`src/rtl/rca_8bit_pkg.sv`:
```
// ----------------------------------------------------------------------------
// rca_8bit_pkg
// Shared constants for the 8-bit ripple-carry adder.
//   ADDER_W : datapath width in bits (fixed at 8)
// ----------------------------------------------------------------------------
package rca_8bit_pkg;

    localparam int ADDER_W = 8;

endpackage : rca_8bit_pkg

```
`src/rtl/rca_8bit_full_adder.sv`:
```
// ----------------------------------------------------------------------------
// full_adder
// One-bit combinational full adder, the cell of the ripple chain.
// Ports:
//   a, b  : operand bits
//   cin   : carry in
//   s     : sum bit        (a ^ b ^ cin)
//   cout  : carry out      (generate | propagate & cin)
// ----------------------------------------------------------------------------
module full_adder (
    input  logic a,
    input  logic b,
    input  logic cin,
    output logic s,
    output logic cout
);

    logic p;

    // Propagate term is shared between the sum and the carry.
    assign p    = a ^ b;
    assign s    = p ^ cin;
    assign cout = (a & b) | (cin & p);

endmodule : full_adder

```
`src/rtl/rca_8bit.sv`:
```
// ----------------------------------------------------------------------------
// rca_8bit
// 8-bit ripple-carry adder with registered outputs. Computes in1 + in2 + cin
// through an explicit chain of full adders and captures the result every
// rising clock edge (one cycle latency, no enable).
// Subtraction: drive in2 = ~b and cin = 1; cout = 1 then means "no borrow".
// Ports:
//   clk   : system clock, rising edge
//   rst_n : asynchronous active-low reset, clears sum/cout
//   in1   : addend A (8 bits)
//   in2   : addend B (8 bits)
//   cin   : carry in to bit 0
//   sum   : registered (in1 + in2 + cin) mod 256
//   cout  : registered carry out of bit 7
// ----------------------------------------------------------------------------
module rca_8bit
    import rca_8bit_pkg::*;
(
    input  logic               clk,
    input  logic               rst_n,
    input  logic [ADDER_W-1:0] in1,
    input  logic [ADDER_W-1:0] in2,
    input  logic               cin,
    output logic [ADDER_W-1:0] sum,
    output logic               cout
);

    // Internal carry vector: c[0] is the carry in, c[ADDER_W] the carry out.
    logic [ADDER_W:0]   c;
    logic [ADDER_W-1:0] sum_d;
    logic               cout_d;
    logic [ADDER_W-1:0] sum_q;
    logic               cout_q;

    assign c[0] = cin;

    for (genvar i = 0; i < ADDER_W; i++) begin : g_ripple
        full_adder u_fa (
            .a    (in1[i]),
            .b    (in2[i]),
            .cin  (c[i]),
            .s    (sum_d[i]),
            .cout (c[i+1])
        );
    end

    assign cout_d = c[ADDER_W];

    // NOTE: sequential state uses non-blocking assignments so every register
    // samples its next value from before the edge, independent of order.
    always_ff @(posedge clk or negedge rst_n) begin
        if (!rst_n) begin
            sum_q  <= '0;
            cout_q <= 1'b0;
        end else begin
            sum_q  <= sum_d;
            cout_q <= cout_d;
        end
    end

    assign sum  = sum_q;
    assign cout = cout_q;

endmodule : rca_8bit

```
`config.mk`:
```
export PLATFORM = sky130hd
export DESIGN_NAME = rca_8bit
export DESIGN_NICKNAME = d
export VERILOG_FILES = /design/src/rtl/rca_8bit_pkg.sv /design/src/rtl/rca_8bit_full_adder.sv /design/src/rtl/rca_8bit.sv
export SDC_FILE = /design/constraint.sdc
export NUM_CORES = 1
export LEC_CHECK = 0
export CAP_MARGIN = 15
export CELL_PAD_IN_SITES_DETAIL_PLACEMENT = 0
export CELL_PAD_IN_SITES_GLOBAL_PLACEMENT = 1
export CORE_AREA = 2 2 43 49
export DETAILED_ROUTE_END_ITERATION = 10
export DIE_AREA = 0 0 45 51
export PLACE_DENSITY = 0.76
export SLEW_MARGIN = 10
export SYNTH_ARGS = -nofsm -noshare
export SYNTH_HDL_FRONTEND = slang
export SYNTH_SLANG_ARGS = --single-unit
```
`constraint.sdc`:
```
create_clock -name clk -period 0.8 [get_ports clk]
set_input_delay 0.08 -clock clk [delete_from_list [all_inputs] [get_ports clk]]
set_output_delay 0.08 -clock clk [all_outputs]
set_load 0.01 [all_outputs]
```
==> impl_results.md, run 1 <==
- Outcome: finished with violations
- Violations in the final reports: setup timing
- Routed WL per cell: 10.1 um
- Finished Layout Cells: 77
- Clock slew at reported path FFs: 0.06 ns
- Area Growth Syn to Fin: 74.6%
- Mapped cell area: 423 sq um
- Synth Warn #: 0
- Iteration-0 DRC count of the detailed router: 0
- Crit Path Max Fanout: 1
- Max stage delay cell, worst path: fa_2
- Synth Area in Adders: 37.9%
- Placed insts: 73
- CTS buffer count: 3
- Core ar.: 1870 sq um
- Final WL: 776 um
- Vias per std cell: 3.74
- First-pass GRT wire length: 1280 um
- Vias in the first global route: 323
- Global route overflow: 0
- Setup ws final: -2.09 ns
- Total leakage power: 0.340 nW
- I/O Buffers: 27
- Nets: 86
- Root Driver: clkbuf_4
- CTS Buffer Depth: 2
- Crit path cell chain: buf_8, inv_12, fa_2, inv_2, fa_2, fa_2, fa_2, fa_2, fa_2, fa_2, inv_2, fa_1, inv_1
- CTS Hold Bufs: 0
- Fin crit period: 2.89 ns
- FILL cells: 189
- Period utilization: 361%
- Initial cell density of the core: 22.6%
- Clock tree sinks: 9
- DP HPWL: 702 um
- Worst-Margin Slew: 0.391 ns
- Seq/Total Area, Yosys: 53.3%
- Unrepaired setup endpoints after global routing: yes
- PwrDens: 1690 nW/um^2
- Layout cells sized above 1: 46.6%
- Largest family of logic cells by synthesized area: adder cells
- Cell variety after synth: 3
- Final Hold Fails: 0
- Worst Path Arrival: 3.08 ns
- # IOs: 28
- Critical Path Max Stage Delay: 0.39 ns
- Setup tns final: -9.60 ns
- Fmax: 0.346 GHz
- Drt first pass iters: 1
- Die area: 2300 sq um
- Rows: 17
- Syn_area_per_cell: 15.7 sq um
- Largest net degree at the start of global routing: 10
- Worst hold-check path type: input port to asynchronous set/reset pin
- Die W: 45 um
- Final GP Congestion: 0.599
- H-tree levels: 1
- Syn nets: 54
- Synthesized instance count: 27
- # setup viols final: 17
- Crit path top cell by count: fa_2
- Max-cap violations: 0
- Worst vdd ir: 0.501 mV
- Yosys reg bits: 9
- Critical path start-end classification: input port to flop
- DRC Markers: 0
- Area of the multi-input gates: 178 sq um
- Final Util: 39.4%
- Max-slew violations: 0
- Xor/xnor cell area share of the yosys netlist: 0%
- CP endpoint kind: flop
- Synth Area in Simple Gates: 0%
- CP startpoint kind: input port
- Initial antenna violation count: 0
- Slew HR: 73.8%
- GRT Resource Usage Total: 7.87%
- Register area: 225 sq um
- Fraction of synthesized area in multiplexers: 0%
- Die height: 51 um
- Family with the most delay on the worst path: adder cells
- Buf/Inv on CP: 5
- Post-DRT Antenna Nets: 0
- Via count: 288
- Synth Area in Compound Gates: 0%
- # diodes: 0
- CTS tree: yes
- Data required, critical path: 0.99 ns
cell families after synthesis:
family,after synthesis
buffers and inverters,10
DFF,9
adders and majority gates,8
synthesized netlist by cell type (all sizes together):
library cell	instances	area, sq um
inv	10	37.5
dfrtp	9	225
fa	8	160
report_power, final:
| group | switching (mW) | leakage [nW] | internal [mW] | total [mW] |
|---|---|---|---|---|
| logic | 0.171 | 0.220 | 0.197 | 0.367 |
| clock network | 0.135 | 0.0150 | 0.191 | 0.326 |
| registers | 0.0174 | 0.105 | 0.536 | 0.554 |
| total | 0.323 | 0.340 | 0.924 | 1.25 |
cell type report:
| type | instances | area share [%] |
|---|---|---|
| multi-input combinational | 8 | 24.1 |
| tap | 19 | 3.22 |
| inverter | 10 | 7.46 |
| clock buffer | 4 | 3.56 |
| timing repair buffer | 27 | 31.2 |
| sequential | 9 | 30.5 |
per-stage QoR:
step	power [mW]	cell area (sq um)	hold WS [ns]	worst slack (ns)
2_1_floorplan	0.704	458	-0.216	-2.13
3_3_place_gp	1.01	752	0.379	-2.81
3_5_place_dp	1.02	752	0.391	-2.83
4_1_cts	1.28	738	0.123	-2.19
5_1_grt	1.35	738	0.143	-2.16
6_report	1.25	738	0.122	-2.09
placed cells by master (no fill, tap or decap):
cell	instances
clkdlybuf4s50_1	13
dfrtp_1	9
buf_2	9
fa_2	7
inv_1	5
inv_2	3
clkbuf_4	3
buf_6	2
dlygate4sd2_1	2
inv_6	1
inv_12	1
fa_1	1
clkbuf_1	1
buf_8	1
what timing repair did:
item,CTS,global route
pin swaps,8,8
gates resized for setup,56,0
gates cloned,0,0
setup buffers,0,0
setup endpoints to repair,18,17
final timing paths:
check                       start  endpoint  cells past startpoint
max in group asynchronous   rst_n    sum[1]                      1
min                         rst_n      cout                      1
max                        in1[0]    sum[7]                     13
min in group clk              cin    sum[0]                      4
flip-flops by register name, indices dropped and copies added, names as in the netlist:
register,cells
cout,1
sum,8
layer usage:
metal	vias up	part of all wire, %	global-route usage [%]
li1	132	-	-
met1	141	32	7.90
met2	15	60	13.8
met3	0	7.9	1.41
met4	0	0	5.88
met5	-	0	0
Power figures use the tool's default switching activity.
==> inputs of run 2 (changes only) <==
--- a/config.mk
+++ b/config.mk
@@ -8,10 +8,11 @@
 export CAP_MARGIN = 15
 export CELL_PAD_IN_SITES_DETAIL_PLACEMENT = 0
 export CELL_PAD_IN_SITES_GLOBAL_PLACEMENT = 1
-export CORE_AREA = 2 2 43 49
+export CORE_AREA = 2 2 45 47
 export DETAILED_ROUTE_END_ITERATION = 10
-export DIE_AREA = 0 0 45 51
+export DIE_AREA = 0 0 47 49
 export PLACE_DENSITY = 0.76
+export SKIP_CTS_REPAIR_TIMING = 1
 export SLEW_MARGIN = 10
 export SYNTH_ARGS = -nofsm -noshare
 export SYNTH_HDL_FRONTEND = slang
==> impl_results.md, run 2 (same netlist as run 1, synthesis figures left out) <==
- Core ar.: 1840 sq um
- I/O Buffers: 27
- First-pass GRT wire length: 1220 um
- H-tree levels: 1
- Final Hold Fails: 0
- Final WL: 746 um
- CP endpoint kind: flop
- Initial antenna violation count: 0
- Outcome: finished with violations
- Clock slew at reported path FFs: 0.05 ns
- CTS buffer count: 3
- Root Driver: clkbuf_4
- Largest net degree at the start of global routing: 10
- Area of the multi-input gates: 178 sq um
- DP HPWL: 706 um
- CTS Buffer Depth: 2
- Period utilization: 373%
- Finished Layout Cells: 85
- Routed WL per cell: 8.78 um
- Final Cell Area: 749 sq um
- Total leakage power: 0.356 nW
- Max reg flops: 8
- Placed insts: 81
- Tot Pwr: 1.25 mW
- Rows: 16
- # setup viols final: 14
- Setup ws final: -2.18 ns
- Worst-Margin Slew: 0.367 ns
- Vias per std cell: 3.42
- PwrDens: 1670 nW/um^2
- Layout cells sized above 1: 46.6%
- Worst Path Arrival: 3.17 ns
- Vias in the first global route: 332
- Most common cell after layout, fill and taps aside: clkdlybuf4s50_1
- Fin crit period: 2.98 ns
- Via count: 291
- Max-slew violations: 0
- DRC Markers: 0
- # diodes: 0
- Fmax: 0.335 GHz
- Commonest non-fill, non-tap cells in the layout: clkdlybuf4s50_1 (13), clkbuf_2 (10), dfrtp_1 (9), fa_2 (7), inv_1 (5)
- FILL cells: 188
- Clock tree sinks: 9
- Global route overflow: 0
- Register area: 225 sq um
- CTS tree: yes
- # IOs: 28
- Nets: 86
- Placed inst area: 762 sq um
- Slew HR: 75.4%
- Post-DRT Antenna Nets: 0
- Die area: 2300 sq um
- Die W: 47 um
- Initial cell density of the core: 23.0%
- CP startpoint kind: input port
- Data required, critical path: 0.99 ns
- Worst vdd ir: 0.437 mV
- Die height: 49 um
- Area Growth Syn to Fin: 77.2%
- Drt first pass iters: 2
- Unrepaired setup endpoints after global routing: yes
- Iteration-0 DRC count of the detailed router: 1
- Worst hold-check path type: input port to asynchronous set/reset pin
- GRT Resource Usage Total: 7.75%
- Critical path start-end classification: input port to flop
- Final GP Congestion: 0.584
- Violations in the final reports: setup timing
- Crit Path Max Fanout: 1
- Max-cap violations: 0
run 2: critical path: stages:
cell	delay (ns)
buf_8	0.11
inv_12	0.04
fa_2	0.19
inv_2	0.04
fa_2	0.35
fa_2	0.35
fa_2	0.37
fa_2	0.38
fa_2	0.38
fa_2	0.37
inv_2	0.06
fa_1	0.40
inv_1	0.06
run 2: power breakdown:
group	switching, mW	leakage [nW]	internal, mW	total, mW
Clock	0.132	0.0150	0.190	0.322
Combinational	0.173	0.236	0.198	0.371
Sequential	0.0202	0.105	0.537	0.557
run 2: metrics by stage:
stage          util (%)  hold slack, ns  setup slack [ns]  setup TNS, ns
6_report           40.7           0.113             -2.18          -9.79
5_1_grt            40.7           0.141             -2.24         -10.39
4_1_cts            42.8           0.123             -2.57         -17.22
3_5_place_dp       41.4           0.393             -2.83         -17.10
3_3_place_gp       41.4           0.384             -2.79         -16.81
2_1_floorplan         -          -0.216             -2.13          -9.97
run 2: worst paths after layout:
path	start	to	slack, ns	cells after the start
max	in1[0]	sum[7]	-2.18	13
min	rst_n	sum[6]	0.11	1
max in group asynchronous	rst_n	sum[2]	0.43	1
min in group clk	in2[1]	sum[1]	0.16	2
run 2: area by class of cell:
cell class	instances	area share, %
well taps	27	4.51
multi-input cells	8	23.7
inverters	10	7.35
repair buffers	27	30.9
clock buffers	4	3.51
flip-flops and latches	9	30.1
run 2: per-layer routing:
metal,part of all wire (%),global-route usage (%),up-vias
met5,0,0,-
met2,58,11.9,16
met4,0,6.94,0
met1,32,8.55,142
met3,10,1.48,0
li1,-,-,133
